<file path="src/rtl/mdio_slave.sv">
// MDIO management-frame responder (PHY side): decodes clause-22 style frames
// sampled on MDC rising edges, serves reads serially and commits writes to a local register file.
module mdio_slave #(
    parameter logic [4:0] PHY_ADDR  = 5'd1,
    parameter int         REG_COUNT = 32
) (
    input  logic        clk,
    input  logic        RESET,
    input  logic        MDC,
    input  logic        MDIO_IN,
    output logic        MDIO_OUT,
    output logic        MDIO_OE,
    output logic        REG_WR,
    output logic [4:0]  REG_ADDR,
    output logic [15:0] REG_WDATA
);
    localparam int IDX_W = (REG_COUNT > 1) ? $clog2(REG_COUNT) : 1;
    localparam int DEPTH = 1 << IDX_W;

    typedef enum logic [3:0] {
        S_IDLE, S_ST1, S_OP, S_PHYAD, S_REGAD, S_TA, S_WDATA, S_RDATA, S_SKIP
    } state_t;

    state_t      state_reg, state_next;
    logic [4:0]  cnt_reg, cnt_next;
    logic        mdc_q_reg;
    logic        rise, fall;
    logic [15:0] shift_reg;
    logic [15:0] shift_in;
    logic        is_read_reg;
    logic [4:0]  regad_reg;
    logic        wr_pending_reg;
    logic [15:0] rd_shift_reg;
    logic [15:0] rd_word_reg;
    logic [DEPTH-1:0] valid_reg;
    logic [15:0] mem [0:DEPTH-1];
    logic        addr_ok;
    logic        rd_ok;

    assign rise     = MDC & ~mdc_q_reg;
    assign fall     = ~MDC & mdc_q_reg;
    assign shift_in = {shift_reg[14:0], MDIO_IN};
    assign addr_ok  = ({1'b0, regad_reg} < 6'(REG_COUNT));
    // The RAM has no reset; a per-entry valid bit makes never-written entries read as zero.
    assign rd_ok    = addr_ok & valid_reg[regad_reg[IDX_W-1:0]];

    // cnt_reg holds the frame index of the next bit to be sampled.
    always_comb begin
        state_next = state_reg;
        cnt_next   = cnt_reg;
        if (rise) begin
            cnt_next = cnt_reg - 5'd1;
            unique case (state_reg)
                S_IDLE: begin
                    cnt_next = 5'd30;
                    if (!MDIO_IN) state_next = S_ST1;
                end
                S_ST1:   state_next = MDIO_IN ? S_OP : S_IDLE;
                S_OP: begin
                    if (cnt_reg == 5'd28)
                        state_next = (shift_in[1:0] == 2'b01 || shift_in[1:0] == 2'b10) ? S_PHYAD : S_SKIP;
                end
                S_PHYAD: begin
                    if (cnt_reg == 5'd23)
                        state_next = (shift_in[4:0] == PHY_ADDR) ? S_REGAD : S_SKIP;
                end
                S_REGAD: if (cnt_reg == 5'd18) state_next = S_TA;
                S_TA:    if (cnt_reg == 5'd16) state_next = is_read_reg ? S_RDATA : S_WDATA;
                S_WDATA: if (cnt_reg == 5'd0) state_next = S_IDLE;
                S_RDATA: state_next = S_RDATA;
                S_SKIP:  if (cnt_reg == 5'd0) state_next = S_IDLE;
                default: state_next = S_IDLE;
            endcase
        end else if (fall && state_reg == S_RDATA && cnt_reg == 5'd31) begin
            // counter wrapped past bit 0: this is the fall that ends the read
            state_next = S_IDLE;
        end
    end

    always_ff @(posedge clk) begin
        if (RESET) begin
            state_reg      <= S_IDLE;
            cnt_reg        <= 5'd31;
            mdc_q_reg      <= 1'b0;
            shift_reg      <= 16'h0000;
            is_read_reg    <= 1'b0;
            regad_reg      <= 5'd0;
            wr_pending_reg <= 1'b0;
            rd_shift_reg   <= 16'h0000;
            valid_reg      <= '0;
            MDIO_OUT       <= 1'b0;
            MDIO_OE        <= 1'b0;
            REG_WR         <= 1'b0;
            REG_ADDR       <= 5'd0;
            REG_WDATA      <= 16'h0000;
        end else begin
            state_reg <= state_next;
            cnt_reg   <= cnt_next;
            mdc_q_reg <= MDC;
            REG_WR    <= 1'b0;
            if (rise) begin
                shift_reg <= shift_in;
                if (state_reg == S_OP && cnt_reg == 5'd28)
                    is_read_reg <= (shift_in[1:0] == 2'b10);
                if (state_reg == S_REGAD && cnt_reg == 5'd18)
                    regad_reg <= shift_in[4:0];
                if (state_reg == S_TA && cnt_reg == 5'd16)
                    rd_shift_reg <= rd_ok ? rd_word_reg : 16'h0000;
                if (state_reg == S_WDATA && cnt_reg == 5'd0)
                    wr_pending_reg <= 1'b1;
            end
            // Commit one clk after the last data rise, so no output moves on a rise edge.
            if (wr_pending_reg) begin
                wr_pending_reg <= 1'b0;
                REG_WR         <= 1'b1;
                REG_ADDR       <= regad_reg;
                REG_WDATA      <= shift_reg;
                if (addr_ok) valid_reg[regad_reg[IDX_W-1:0]] <= 1'b1;
            end
            if (fall) begin
                if (state_reg == S_TA && is_read_reg && cnt_reg == 5'd16) begin
                    MDIO_OE  <= 1'b1;
                    MDIO_OUT <= 1'b0;
                end else if (state_reg == S_RDATA) begin
                    if (cnt_reg == 5'd31) begin
                        MDIO_OE  <= 1'b0;
                        MDIO_OUT <= 1'b0;
                    end else begin
                        MDIO_OUT     <= rd_shift_reg[15];
                        rd_shift_reg <= {rd_shift_reg[14:0], 1'b0};
                    end
                end
            end
        end
    end

    // Register file: array with registered read of the latched register address.
    always_ff @(posedge clk) begin
        if (wr_pending_reg && !RESET && addr_ok)
            mem[regad_reg[IDX_W-1:0]] <= shift_reg;
        rd_word_reg <= mem[regad_reg[IDX_W-1:0]];
    end
endmodule

</file>
<file path="config.mk">
export PLATFORM = sky130hd
export DESIGN_NAME = mdio_slave
export DESIGN_NICKNAME = d
export VERILOG_FILES = /design/src/rtl/mdio_slave.sv
export SDC_FILE = /design/constraint.sdc
export NUM_CORES = 1
export LEC_CHECK = 0
export ABC_AREA = 1
export CAP_MARGIN = 0
export CORE_ASPECT_RATIO = 1.4
export CORE_UTILIZATION = 56
export CTS_CLUSTER_SIZE = 24
export DETAILED_ROUTE_END_ITERATION = 6
export PLACE_DENSITY = 0.86
export RECOVER_POWER = 25
export SLEW_MARGIN = 20
export SYNTH_ARGS = -nofsm -noshare
export SYNTH_HDL_FRONTEND = slang
export SYNTH_SLANG_ARGS = --single-unit
</file>
<file path="constraint.sdc">
create_clock -name clk -period 2.45 [get_ports clk]
set_input_delay 0.245 -clock clk [delete_from_list [all_inputs] [get_ports clk]]
set_output_delay 0.245 -clock clk [all_outputs]
set_load 0.02 [all_outputs]
</file>
Word-level counts from Yosys, hierarchy flattened
Memory sizes are Yosys's and may differ from the RTL's. A register that Yosys moved wholly into a read port is not among the register bits.
Index checks and enable logic that the tools add are counted.
{ "op_classes": {"add_sub_neg": 1, "magnitude_cmp": 2, "n_eq_ne": 22, "muxes": 35, "n_bitwise": 6, "n_reduce_logical": 24} }
{ "op_table": {"columns": ["cell", "n"], "rows": [
  ["$mux 16", 7],
  ["$mux 4", 10],
  ["$or 32x32->32", 1],
  ["$pmux 4 s8", 1],
  ["$eq 5x5->1 const B", 5],
  ["$eq 4x3->1 const B", 4],
  ["$ne 3x3->1 const B", 5],
  ["$mux 1", 13],
  ["$logic_and 1x1->1", 10],
  ["$eq 4x2->1 const B", 2],
  ["$reduce_and 7->1", 1],
  ["$lt 5x6->1 const B", 1],
  ["$reduce_and 2->1", 3],
  ["$reduce_bool 2->1", 3],
  ["$bmux 1 s5", 1],
  ["$demux 1 s5", 1],
  ["$eq 5x1->1 const B", 1],
  ["$ge 5x1->1 const B", 1],
  ["$logic_not 5->1", 1],
  ["$mux 5", 1],
  ["$sub 5x1->5 const B", 1],
  ["$eq 4x1->1 const B", 1],
  ["$eq 4x4->1 const B", 1],
  ["$logic_not 4->1", 1],
  ["11 further kinds", 14]
]} }
{ "totals": {"reg_bits": 105, "ram_bits": 512, "in_bits": 4, "out_inout_bits": 24, "n_memories": 1} }
{ "memory_table": {"columns": ["name", "words", "width", "rd", "rd_ports_with_merged_regs", "wr", "line", "text"], "rows": [
  ["mem", 32, 16, 1, 1, 1, "36", "logic [15:0] mem [0:DEPTH-1];"]
]} }

Logic depth before layout (Yosys ltp)
{ "logic_depth": {"depth_word": 9, "depth_mapped": 14} }

Worst setup path before layout
OpenSTA, ideal clock, no wires.
{ "synth_timing": {"path_type": "reg2reg", "from": "register regad_reg[0]", "to": "memory mem[31][0], enable pin", "setup_time_ps": 388, "arrival_time_ps": 1934, "t_required_ps": 2062, "slack_ps": 127, "stages_incl_launch_ff": 8, "path_buffers": 3, "period_less_slack_ps": 2323, "path_cell_list": "dfxtp_1 -> nand2_1 -> inv_1 -> buf_2 -> buf_2 -> nand2_1 -> clkbuf_1 -> nor2_1"} }
{ "synth_rtl": {"columns": ["element", "line", "text"], "rows": [
  ["start: declaration", "31", "logic [4:0] regad_reg;"],
  ["start signal: assignment", "106", "regad_reg <= shift_in[4:0];"],
  ["end: declaration", "36", null]
]} }
Straight into the memory's write port.

==> run summary <==
Worst R2R Start: regad_reg[0]$_SDFFE_PP0P_
WL per Instance: 26.3 um
EDFF count, synth: 512
Vias per std cell: 6.61
Finished Cell Area: 0.0272 mm^2
Synth Area in XOR/XNOR: 0.111%
Crit Path Max Fanout: 46
Cells after DPL: 2328
Most used flip-flop cell after synthesis: edfxtp_1
Final hold viol count: 0
Count of synthesis-stage warnings from yosys: 0
WL final: 63900 um
First-pass GRT wire length: 94500 um
Gr ovfl total: 0
Filler Cells Inserted: 2573
Synth Net Count: 1741
Clock Skew: 0.0273 ns
Crit. Startpoint: regad_reg[0]$_SDFFE_PP0P_
CTS sink count: 633
DRC errors left: 1
Worst skew pair latency: 0.61 ns
Total number of vias: 16100
Status: finished, violations left
Syn avg cell area: 13.6 um^2
Vias in the first global route: 15900
Final Wtd Congestion: 0.906
DRT Pass-1 Iters: 7
Layout cells sized above 1: 13.2%
Placed Instance Area: 0.0253 mm^2
Worst vdd ir: 0.549 mV
Synth cell types: 38
Yosys reg bits: 633
Antenna-violating nets left: 0
Num ports: 28
Compound-gate portion of the synthesized area: 13.2%
Die H: 245 um
Hold Path Class: in2reg
Area leader, netlist: edfxtp_1
Synth top area share: 65.2%
Reg clk slew, reported paths: 0.06 ns
Synth Area in Simple Gates: 8.16%
Core area: 0.0414 mm^2
Synth area leaders: edfxtp_1 65%, dfxtp_1 10%, a22oi_1 7.3%
Critical path required time: 2.87 ns
Root Buffer: clkbuf_16
Port Buf Inserts: 27
TritonCTS Buffers: 53
Initial Util: 57.0%
Maximum clock insertion buffer count: 3
Post-Place Setup Slack: -0.299 ns
# diodes: 0
Post-synthesis sequential area ratio: 75.4%
Hold path start: MDC
Leakage power: 9.15 nW
Pin count of the biggest net entering global routing: 70
DPL Wire Length: 37100 um
Post-synthesis adder-cell area fraction: 0.318%
Cells after Synth: 1731
Endpoint class of the critical path: flip-flop
Max Cap Violations: 8
Final net count: 1854
Fin Hold WS: 0.238 ns
Max reg flops: 512
Area Growth Syn to Fin: 15.2%
Largest family of logic cells by synthesized area: compound AO/OA/AOI/OAI gates
Num rows: 88
CTS HTree Levels: 2
Tmin final: 2.43 ns
Cts hold-fix bufs: 0
Final setup fails: 0
# Post-CTS Setup Buffers: 0
Netlist Area Pre-Place: 0.0236 mm^2
WP data arrival: 2.86 ns
Async S/R FF share, synth: 0%
Gr usage total: 29.5%
Rel. slew slack: -34.3%
Critical path type: reg2reg
Unrepaired setup endpoints after global routing: false
Initial antenna violation count: 1
CTS tree: done
Post-Layout Cell Count: 2429
Max Freq: 0.411 GHz
CP startpoint kind: flip-flop
Portion of netlist area occupied by mux cells: 0%
Max-slew violations: 285
Die area: 0.0430 mm^2
Fin worst setup slack: 0.0170 ns
Pwr Density: 780 mW/mm^2
Failing checks: DRC, capacitance limit, slew limit
Crit share post-route: 99.3%
Iteration-0 DRC Markers: 2614
Die W: 175 um
Worst Max-Slew Pin Slew: 2.01 ns
## routing by layer
metal	vias up	track usage (%)	routed length, um
li1	6745	-	-
met1	7671	34.8	20300
met2	1344	48.6	30900
met3	297	6.01	7820
met4	2	20.7	4820
met5	-	0	13
## final timing paths
path                                              endpoint  slack (ns)  cells after the start
worst max-delay path               rd_word_reg[10]$_DFF_P_        0.02                      8
worst min-delay path                  mdc_q_reg$_SDFF_PP0_        0.24                      3
worst max register to register     rd_word_reg[10]$_DFF_P_        0.02                      8
worst min register to register  valid_reg[11]$_SDFFE_PP0P_        0.47                      2
## report_power, final
group / internal, mW / switching [mW]
clock network: 5.21 / 3.84
registers: 11.7 / 0.0232
logic: 0.0663 / 0.376
total: 17.0 / 4.23
## synth_stat cells, types with 4 or more instances
library cell  number
nor4_1            22
o21ai_0           98
clkbuf_1          51
o22ai_1            4
ha_1               6
inv_2             10
buf_1              5
inv_1             35
nor2_1            87
nand3_1           46
buf_2             39
a21oi_1          124
or2_2              9
nor3_1            12
a221oi_1          11
a22oi_1          230
buf_4              5
dfxtp_1          121
edfxtp_1         512
a31oi_1           19
nand2_1          255
## cell families (layout without fill, tap and decap cells)
| kind of cell | after synthesis | count (layout) |
|---|---|---|
| DFF | 633 | 633 |
| adders and majority gates | 6 | 6 |
| and+or+nand+nor | 449 | 449 |
| AOI/OAI and AO/OA | 491 | 491 |
| xor gates and xnor gates | 3 | 3 |
| buffers and inverters | 149 | 307 |
## layout make-up
type                       count  area [um^2]  area share [%]
sequential                   633        17800            65.5
clock inverter                38          465            1.71
tap                          540          676            2.49
multi-input combinational    949         5200            19.1
inverter                      46          178           0.654
clock buffer                  62         1410            5.20
timing repair buffer         161         1450            5.32
## worst max-delay path, cell delays in order (launching register included)
cell and delay, ns:
dfxtp_1 0.46, inv_2 0.19, nand2_1 0.15, inv_4 0.12, buf_12 0.21, a22oi_1 0.24, a21oi_1 0.14, nor4_2 0.50
nand2_1 0.21
## metrics by stage
stage / utilization, % / total power [mW] / setup TNS (ns)
floorplan: - / 12.1 / 0
finish: 65.6 / 21.2 / 0
detailed placement: 61.1 / 12.4 / -0.544
global placement: 61.1 / 12.3 / -0.350
CTS: 65.6 / 21.2 / 0
global route: 65.6 / 21.6 / 0
## cell usage in the layout (no fill, tap or decap), types with 3 or more instances in the layout
| cell type | count |
|---|---|
| a21oi_1 | 123 |
| a221oi_1 | 11 |
| a22oi_1 | 229 |
| a31oi_1 | 19 |
| buf_12 | 16 |
| buf_4 | 101 |
| bufinv_16 | 10 |
| clkbuf_1 | 17 |
| clkbuf_16 | 56 |
| clkbuf_2 | 4 |
| clkdlybuf4s50_1 | 27 |
| clkinv_1 | 9 |
| clkinv_2 | 9 |
| clkinvlp_4 | 7 |
| dfxtp_1 | 120 |
| edfxtp_1 | 512 |
| ha_1 | 6 |
| inv_1 | 33 |
| inv_2 | 10 |
| nand2_1 | 255 |
| nand3_1 | 46 |
| nand3b_1 | 3 |
| nor2_1 | 85 |
| nor2_2 | 3 |
| nor2_4 | 4 |
| nor3_1 | 12 |
| nor4_1 | 18 |
| nor4_2 | 3 |
| o21ai_0 | 98 |
| o22ai_1 | 4 |
| or2_2 | 9 |
| xor2_1 | 3 |
## repair_timing
action	in CTS	in global routing
resized for setup	3	7
gates cloned	0	1
setup endpoints to repair	3	22
pin swaps	0	1
Power figures use the tool's default switching activity.
